### src/rtl/ov7670_sccb_config_pkg.sv
// Shared types and constants for the OV7670 SCCB register programmer.
package ov7670_sccb_config_pkg;

  typedef enum logic [2:0] {
    IDLE,
    FETCH,
    START,
    BITS,
    STOP,
    GAP,
    WAIT,
    DONE
  } sccb_state_t;

  localparam logic [15:0] CFG_END   = 16'hFFFF;
  localparam logic [15:0] CFG_DELAY = 16'hFFF0;

  localparam logic [7:0] COM7   = 8'h12;
  localparam logic [7:0] COM15  = 8'h40;
  localparam logic [7:0] COM3   = 8'h0C;
  localparam logic [7:0] COM14  = 8'h3E;
  localparam logic [7:0] CLKRC  = 8'h11;
  localparam logic [7:0] RGB444 = 8'h8C;

  function automatic logic [15:0] cfg_entry(input logic [7:0] addr, input logic [7:0] val);
    return {addr, val};
  endfunction

endpackage

### src/rtl/ov7670_cfg_rom.sv
// Combinational OV7670 register table, one {reg, val} entry per index.
// SCCB_TESTPAT_EN appends the colour-bar test pattern writes before the end marker.
module ov7670_cfg_rom
  import ov7670_sccb_config_pkg::*;
(
  input  logic [5:0]  idx,
  output logic [15:0] entry
);

  always_comb begin
    entry = CFG_END;
    case (idx)
      6'd0: entry = cfg_entry(COM7, 8'h80);
      6'd1: entry = CFG_DELAY;
      6'd2: entry = cfg_entry(COM7, 8'h14);
      6'd3: entry = cfg_entry(COM15, 8'hD0);
      6'd4: entry = cfg_entry(RGB444, 8'h00);
      6'd5: entry = cfg_entry(CLKRC, 8'h01);
      6'd6: entry = cfg_entry(COM3, 8'h04);
      6'd7: entry = cfg_entry(COM14, 8'h1A);
`ifdef SCCB_TESTPAT_EN
      6'd8: entry = cfg_entry(8'h70, 8'hBA);
      6'd9: entry = cfg_entry(8'h71, 8'hB5);
`endif
      default: entry = CFG_END;
    endcase
  end

endmodule

### src/rtl/ov7670_sccb_config.sv
// SCCB write-only master that walks ov7670_cfg_rom and issues one 3-phase write per entry.
// Optional build macro: SCCB_TESTPAT_EN (adds colour-bar test pattern entries to the ROM).
module ov7670_sccb_config
  import ov7670_sccb_config_pkg::*;
#(
  parameter int unsigned CLK_FREQ_HZ  = 25000000,
  parameter int unsigned SCCB_FREQ_HZ = 100000,
  parameter logic [7:0]  DEV_ADDR     = 8'h42,
  parameter int unsigned DELAY_MS     = 10
) (
  input  logic       clk,
  input  logic       rst,
  input  logic       start,
  output logic       sioc,
  output logic       siod_out,
  output logic       siod_oe,
  output logic       busy,
  output logic       done,
  output logic [5:0] reg_idx
);

  localparam int unsigned Q         = CLK_FREQ_HZ / (4 * SCCB_FREQ_HZ);
  localparam int unsigned QW        = $clog2(Q + 1);
  localparam int unsigned DELAY_CYC = int'((64'(DELAY_MS) * 64'(CLK_FREQ_HZ)) / 64'd1000);
  localparam int unsigned DW        = $clog2(DELAY_CYC + 1);

  sccb_state_t   state, state_d;
  logic [QW-1:0] qcnt;
  logic [1:0]    qph, qph_d;
  logic [4:0]    bcnt, bcnt_d;
  logic [DW-1:0] dcnt, dcnt_d;
  logic [5:0]    idx_d;
  logic          busy_d, done_d;
  logic          tick, on_bus;
  logic [15:0]   entry;
  logic [27:0]   frame;
  logic          ack_bit;

  ov7670_cfg_rom u_rom (
    .idx   (reg_idx),
    .entry (entry)
  );

  // Leading 0 is the level left by the START condition, so bit 0 can hold it through q0.
  assign frame   = {1'b0, DEV_ADDR, 1'b1, entry[15:8], 1'b1, entry[7:0], 1'b1};
  assign ack_bit = (bcnt == 5'd8) || (bcnt == 5'd17) || (bcnt == 5'd26);
  assign on_bus  = (state == START) || (state == BITS) || (state == STOP) || (state == GAP);
  assign tick    = (qcnt == QW'(Q - 1));

  always_ff @(posedge clk) begin
    if (rst || !on_bus || tick) qcnt <= '0;
    else                        qcnt <= qcnt + QW'(1);
  end

  always_ff @(posedge clk) begin
    if (rst) begin
      state   <= IDLE;
      qph     <= '0;
      bcnt    <= '0;
      dcnt    <= '0;
      reg_idx <= '0;
      busy    <= 1'b0;
      done    <= 1'b0;
    end else begin
      state   <= state_d;
      qph     <= qph_d;
      bcnt    <= bcnt_d;
      dcnt    <= dcnt_d;
      reg_idx <= idx_d;
      busy    <= busy_d;
      done    <= done_d;
    end
  end

  always_comb begin
    state_d  = state;
    qph_d    = qph;
    bcnt_d   = bcnt;
    dcnt_d   = dcnt;
    idx_d    = reg_idx;
    busy_d   = busy;
    done_d   = done;
    sioc     = 1'b1;
    siod_out = 1'b1;
    siod_oe  = 1'b0;

    case (state)
      IDLE, DONE: begin
        if (start) begin
          state_d = FETCH;
          busy_d  = 1'b1;
          done_d  = 1'b0;
          idx_d   = '0;
        end
      end
      FETCH: begin
        qph_d  = '0;
        bcnt_d = '0;
        dcnt_d = '0;
        if (entry == CFG_END) begin
          state_d = DONE;
          busy_d  = 1'b0;
          done_d  = 1'b1;
        end else if (entry == CFG_DELAY) begin
          state_d = WAIT;
        end else begin
          state_d = START;
        end
      end
      START: begin
        siod_oe  = 1'b1;
        siod_out = (qph == 2'd0);
        if (tick) begin
          qph_d = qph + 2'd1;
          if (qph == 2'd1) begin
            state_d = BITS;
            qph_d   = '0;
          end
        end
      end
      BITS: begin
        sioc     = qph[1];
        siod_oe  = !ack_bit;
        siod_out = (qph == 2'd0) ? frame[5'd27 - bcnt] : frame[5'd26 - bcnt];
        if (tick) begin
          qph_d = qph + 2'd1;
          if (qph == 2'd3) begin
            bcnt_d = bcnt + 5'd1;
            if (bcnt == 5'd26) begin
              state_d = STOP;
              bcnt_d  = '0;
            end
          end
        end
      end
      STOP: begin
        siod_oe  = 1'b1;
        sioc     = (qph != 2'd0);
        siod_out = (qph == 2'd2);
        if (tick) begin
          qph_d = qph + 2'd1;
          if (qph == 2'd2) begin
            state_d = GAP;
            qph_d   = '0;
          end
        end
      end
      GAP: begin
        siod_oe = 1'b1;
        if (tick) begin
          qph_d = qph + 2'd1;
          if (qph == 2'd3) begin
            idx_d   = reg_idx + 6'd1;
            state_d = (reg_idx == 6'd63) ? DONE : FETCH;
            busy_d  = (reg_idx != 6'd63);
            done_d  = (reg_idx == 6'd63);
          end
        end
      end
      WAIT: begin
        dcnt_d = dcnt + DW'(1);
        if (dcnt == DW'(DELAY_CYC - 1)) begin
          dcnt_d  = '0;
          idx_d   = reg_idx + 6'd1;
          state_d = (reg_idx == 6'd63) ? DONE : FETCH;
          busy_d  = (reg_idx != 6'd63);
          done_d  = (reg_idx == 6'd63);
        end
      end
      default: state_d = IDLE;
    endcase
  end

endmodule

### config.mk
export PLATFORM = sky130hd
export DESIGN_NAME = ov7670_sccb_config
export DESIGN_NICKNAME = d
export VERILOG_FILES = /design/src/rtl/ov7670_sccb_config_pkg.sv /design/src/rtl/ov7670_cfg_rom.sv /design/src/rtl/ov7670_sccb_config.sv
export SDC_FILE = /design/constraint.sdc
export NUM_CORES = 1
export LEC_CHECK = 0
export ABC_AREA = 1
export BUFFER_PORTS_ARGS = -buffer_cell sky130_fd_sc_hd__buf_2
export CAP_MARGIN = 40
export CELL_PAD_IN_SITES_DETAIL_PLACEMENT = 2
export CELL_PAD_IN_SITES_GLOBAL_PLACEMENT = 2
export CORE_MARGIN = 4
export CORE_UTILIZATION = 38
export DETAILED_ROUTE_END_ITERATION = 7
export PLACE_DENSITY = 0.82
export SYNTH_ARGS = -nofsm -noshare
export SYNTH_HDL_FRONTEND = slang
export SYNTH_SLANG_ARGS = --single-unit
export TNS_END_PERCENT = 5
### constraint.sdc
create_clock -name clk -period 6 [get_ports clk]
set_clock_uncertainty 0.05 [all_clocks]
set_input_delay 1.2 -clock clk [delete_from_list [all_inputs] [get_ports clk]]
set_output_delay 1.2 -clock clk [all_outputs]
set_load 0.01 [all_outputs]
# --- Word-level counts from Yosys, hierarchy flattened ---
# Memories as Yosys holds them, arrays and structs flattened. A register that Yosys moved wholly into a read port is not among the register bits.
# Cells that the tools add are included.
# W data, S select, Z words.
totals:
  register_bits: 42
  rom_bits: 128
  in_bits: 3
  output_inout_bits: 11
  elab_cells: 131
  n_memories: 1
mem_list:
  columns: ["memory", "depth", "width", "read_ports", "rd_ports_with_merged_regs", "write_ports", "line_no", "rtl"]
  rows:
  - ["(no name shown)", 8, 16, 1, 1, 0, "ov7670_cfg_rom.sv:12", "case (idx)"]
op_classes:
  add_sub_neg: 7
  n_lt_le_gt_ge: 2
  eq_ne: 32
  muxes: 55
  reduce_logical: 26
ops:
  columns: ["operator", "count"]
  rows:
  - ["$mux W3", 16]
  - ["$pmux W18 S2", 1]
  - ["$eq A16 B16 Y1 const B", 2]
  - ["$mux W6", 4]
  - ["$pmux W3 S7", 1]
  - ["$add A18 B1 Y18 const B", 1]
  - ["$eq A18 B18 Y1 const B", 1]
  - ["$mux W18", 1]
  - ["$pmux W6 S3", 1]
  - ["$mux W16", 1]
  - ["$ne A2 B2 Y1 const B", 8]
  - ["$mux W5", 3]
  - ["$mux W1", 13]
  - ["$add A6 B1 Y6 const B", 2]
  - ["$eq A3 B3 Y1 const B", 4]
  - ["$eq A6 B6 Y1 const B", 2]
  - ["$lt A5 B6 Y1 const B", 2]
  - ["$reduce_and A11 Y1", 1]
  - ["$bmux W1 S5", 2]
  - ["$eq A5 B5 Y1 const B", 2]
  - ["$mux W2", 5]
  - ["$ne A2 B1 Y1 const B", 5]
  - ["$pmux W5 S2", 1]
  - ["$sub A5 B5 Y5 const A", 2]
  - ["25 further kinds", 41]

# --- Depth between registers and ports, before layout ---
depth:
  ltp_word: 7
  mapped_depth: 14
  mapped_depth_nobuf: 13

# --- Hierarchy ---
# A second synthesis with hierarchy kept.
hier_totals:
  hier_cells: 556
  area_unflattened_um2: 3362.0
by_module_without_submodules:
  columns: ["module", "n_inst", "cells_per_inst", "area_per_inst_um2", "seq_area_each_um2"]
  rows:
  - ["ov7670_sccb_config", 1, 521, 3168.0, 840.8]
  - ["ov7670_cfg_rom", 1, 35, 193.9, 0.0]

# --- Worst setup path before layout ---
# Ideal clock, no wire load.
synth_timing:
  kind: "register to output"
  startpoint: "register bcnt[0]"
  endpoint: "output siod_out"
  t_arrival_ps: 1946
  required_time_ps: 4750
  path_slack_ps: 2804
  stages_incl_launch_ff: 15
  path_buffers: 2
  cell_sequence: "dfxtp_1 -> inv_1 -> clkbuf_1 -> ha_1 -> buf_2 -> inv_1 -> o21ai_0 -> nand3_1 -> nand2_1 -> nand2_1 -> nand2_1 -> nand2_1 -> nand2_1 -> nand2_1 -> nand2_1"
synth_via:
  elab_chain_cells: 5
  word_cells_on_any_way: 8
  cone_classes: "add/sub: 2; mux: 6"
synth_rtl:
  columns: ["element", "line_no", "rtl"]
  rows:
  - ["start: declaration", "ov7670_sccb_config.sv:30", "logic [4:0] bcnt, bcnt_d;"]
  - ["start signal: assignment", "ov7670_sccb_config.sv:67", "bcnt <= bcnt_d;"]
  - ["$sub A5 B5 Y5", "ov7670_sccb_config.sv:124", "siod_out = (qph == 2'd0) ? frame[5'd27 - bcnt] : frame[5'd26 - bcnt];"]
  - ["$bmux W1 S5", "ov7670_sccb_config.sv:124", null]
  - ["$mux W1 (not written as such)", "ov7670_sccb_config.sv:124", null]
  - ["$mux W1 *", "ov7670_sccb_config.sv:124", null]
  - ["$pmux W1 S3 *", "ov7670_sccb_config.sv:87", "case (state)"]
  - ["end: declaration", "ov7670_sccb_config.sv:15", "output logic siod_out,"]
# Every way passes the cells marked *; elsewhere a longest branch is shown, timed or not. The select of a mux whose other input is x is not followed.

# --- Worst setup path after layout ---
# Same ends and word-level chain as after synthesis.

==> metrics.cfg <==
[drt]
drt_wl_total_um=11200
wl_per_cell_um=16.7
drc=0
vias=3511
viasPerCell=5.25
firstDrtPassIters=4
dr.first_iter.drc_count=110
antenna_left=0

[setup_path]
ff2ff_setup_slack_ns=3.45
cp_cell_sequence=inv_1 -> ha_1 -> inv_1 -> o21ai_0 -> nand3_1 -> nand2_1 -> nand2_1 -> nand2_1 -> nand2_1 -> nand2_1 -> nand2_1 -> nand2_1 -> buf_2
path_max_fanout=17
crit_buf_inv=3
cp.depth=13
critical_path_arrival_ns=3.13
worst-r2r-cell-count=10
startpoint=bcnt[0]
crit_type=register to primary output
r2r_start=bcnt[0]
slowest_stage=dfxtp_1
path_delay_family=flip-flops
cpMostUsedCell=nand2_1
critPathCaptureType=primary output
r2r_end=state[2]
required_ns=4.75
start_kind=register
max_stage_delay_ns=0.75
setup.worst_path.end=siod_out

[run]
drv_cap=0

[layout]
diodes=0
final_util_pct=41.9
final_nets=563
area_growth_pct=6.88
drive_above_1_share_pct=11.9

[power_and_ir_drop]
swShare_pct=45.0
vdd_drop_max_mv=0.132
pwr-share-seq_pct=38.9
comb_power_share_pct=40.3
p_int_uw=601
powerDensity_nw_per_um2=281
p_sw_uw=492
p_leak_uw=0.00162
pwr-share-clk_pct=20.8

[sta]
relSlewSlack_pct=48.9
drv_slew=0
setup_viol_count_final=0
rsz0062_at_grt=no
finalSetupTns_ns=0
hold_violations=0
period_needed_ns=4.38
finalCritPeriodShare_pct=73.0
worst_pin_slew_ns=0.765
fmax_mhz=228

[die]
rows=35
fp.dieH_um=106
ios=14
die_x_um=106
die_area_um2=11200
start_util_pct=39.2
coreArea_um2=9280

[logic_synthesis]
ys_seq_area_share_pct=30.3
synth_area_leader_cell=dfxtp_1
yosys.cell_count.top_type=nand2_1
synthTopCellsByArea=dfxtp_1 30%, nand2_1 13%, ha_1 7.2%, nand3_1 7.0%, inv_1 5.8%
syn_inst=533
synth_largest_type_area_fraction_pct=30.3
synth_cell_type_count=45
synth-async-reset-ratio_pct=0
post_synth.cell_area_avg_um2=6.83
synth_nets=557
ys_seq_elements=55
synthFlopType=dfxtp_1
synth-edff-count=0
yosys_warnings=0
syn-cell-area_um2=3640
netlist_top_cells_count=122 x nand2_1, 56 x inv_1, 55 x dfxtp_1

[grt]
grt_busiest_layer=met2
met1_usage_pct=24.2
grt_max_degree=21
grtUsageMet2_pct=39.8
grt_usage_pct=20.7
grt_pass1_vias=3900
grt_first_pass_wirelength_um=19000
antenna_found_initial=0
grt_util_met3_pct=2.76
overflow=0

[clocking]
clockRootBuffer=clkbuf_8
cts-buffers-inserted=5
hold_buffers=0
cts_tree=built
path_clk_slew_ns=0.12
post-cts-setup-buffers=0
post_cts_resized=0
clock_latency_ns=0.33
numClockSinks=55
h-tree-depth=2
cts_buffer_depth=2

[run_status]
status=finished clean

[placement]
dp_hpwl_um=8640
numPortBuffers=13
globalplace.congestion=0.804

[worst_hold_path]
hold_class=register to register

-- worst reg2reg max path: stages, from the launching register on --
cell and delay [ns]:
dfxtp_1 0.75, inv_1 0.47, ha_1 0.42, nand3_1 0.11, nand2_1 0.07, nand2_1 0.07
nor2_1 0.05, nand4_1 0.15, inv_1 0.12, o21ai_1 0.11, a21oi_1 0.08
-- stage by stage --
| stage | cell area, µm² | power, µW | instances | worst slack, ns | hold slack, ns |
|---|---|---|---|---|---|
| after global routing | 3890 | 1180 | 669 | 1.33 | 0.485 |
| final | 3890 | 1090 | 669 | 1.62 | 0.436 |
| after CTS | 3890 | 1100 | 669 | 1.67 | 0.436 |
| after detailed placement | 3800 | 877 | 661 | 2.03 | 0.412 |
| after floorplan | 3640 | 750 | 533 | 2.80 | 0.395 |
| after global placement | 3800 | 856 | 661 | 2.21 | 0.408 |
-- cells by family after synthesis --
family | count (synthesis) | share of synthesized area, %
DFF | 55 | 30.3
xor gates and xnor gates | 14 | 3.37
and+or+nand+nor | 286 | 38.0
AOI/OAI and AO/OA | 76 | 12.3
adders and majority gates | 21 | 7.22
buffers and inverters | 81 | 8.87
-- cell usage in the layout (no fill, tap or decap), types with 4 or more instances in the layout --
cell      count
nand2_1     122
inv_1        56
dfxtp_1      55
nand3_1      51
nor2_1       50
a21oi_1      37
ha_1         21
nand4_1      20
o21ai_0      17
buf_2        13
inv_2         9
xor2_1        9
nand2_2       8
nor3_1        7
nor2_2        5
nand2_4       5
xnor2_1       5
clkbuf_8      5
nor3b_1       4
-- power by group through the flow --
stage	Clock (µW)	Sequential, µW	Combinational [µW]
finish	228	425	441
global route	249	429	499
CTS	234	424	447
detailed placement	0	432	445
global placement	0	430	426
floorplan	0	413	337
-- how the worst min path moves through the flow --
stage             from      end  slack [ns]  cells after the start
6_report          done     done        0.44                      2
5_1_grt        dcnt[1]  dcnt[1]        0.48                      2
4_1_cts           done     done        0.44                      2
3_5_place_dp      done     done        0.41                      2
3_3_place_gp      done     done        0.41                      2
2_1_floorplan  qcnt[0]  qcnt[0]        0.39                      1
-- metal layers --
metal	vias up	routed length [µm]	part of all wire, %
li1	1755	-	-
met1	1722	5000	45
met2	16	5910	53
met3	18	128	1.1
met4	0	168	1.5
met5	-	0	0
-- final cells by class --
type / instances / area [µm²]
Clock inverter: 3 / 23.8
Timing Repair Buffer: 13 / 65.1
Tap cell: 129 / 161
Inverter: 67 / 254
Sequential cell: 55 / 1100
Fill cell: 1146 / 5400
Clock buffer: 5 / 68.8
Multi-Input combinational cell: 397 / 2210
Power figures use the tool's default switching activity.
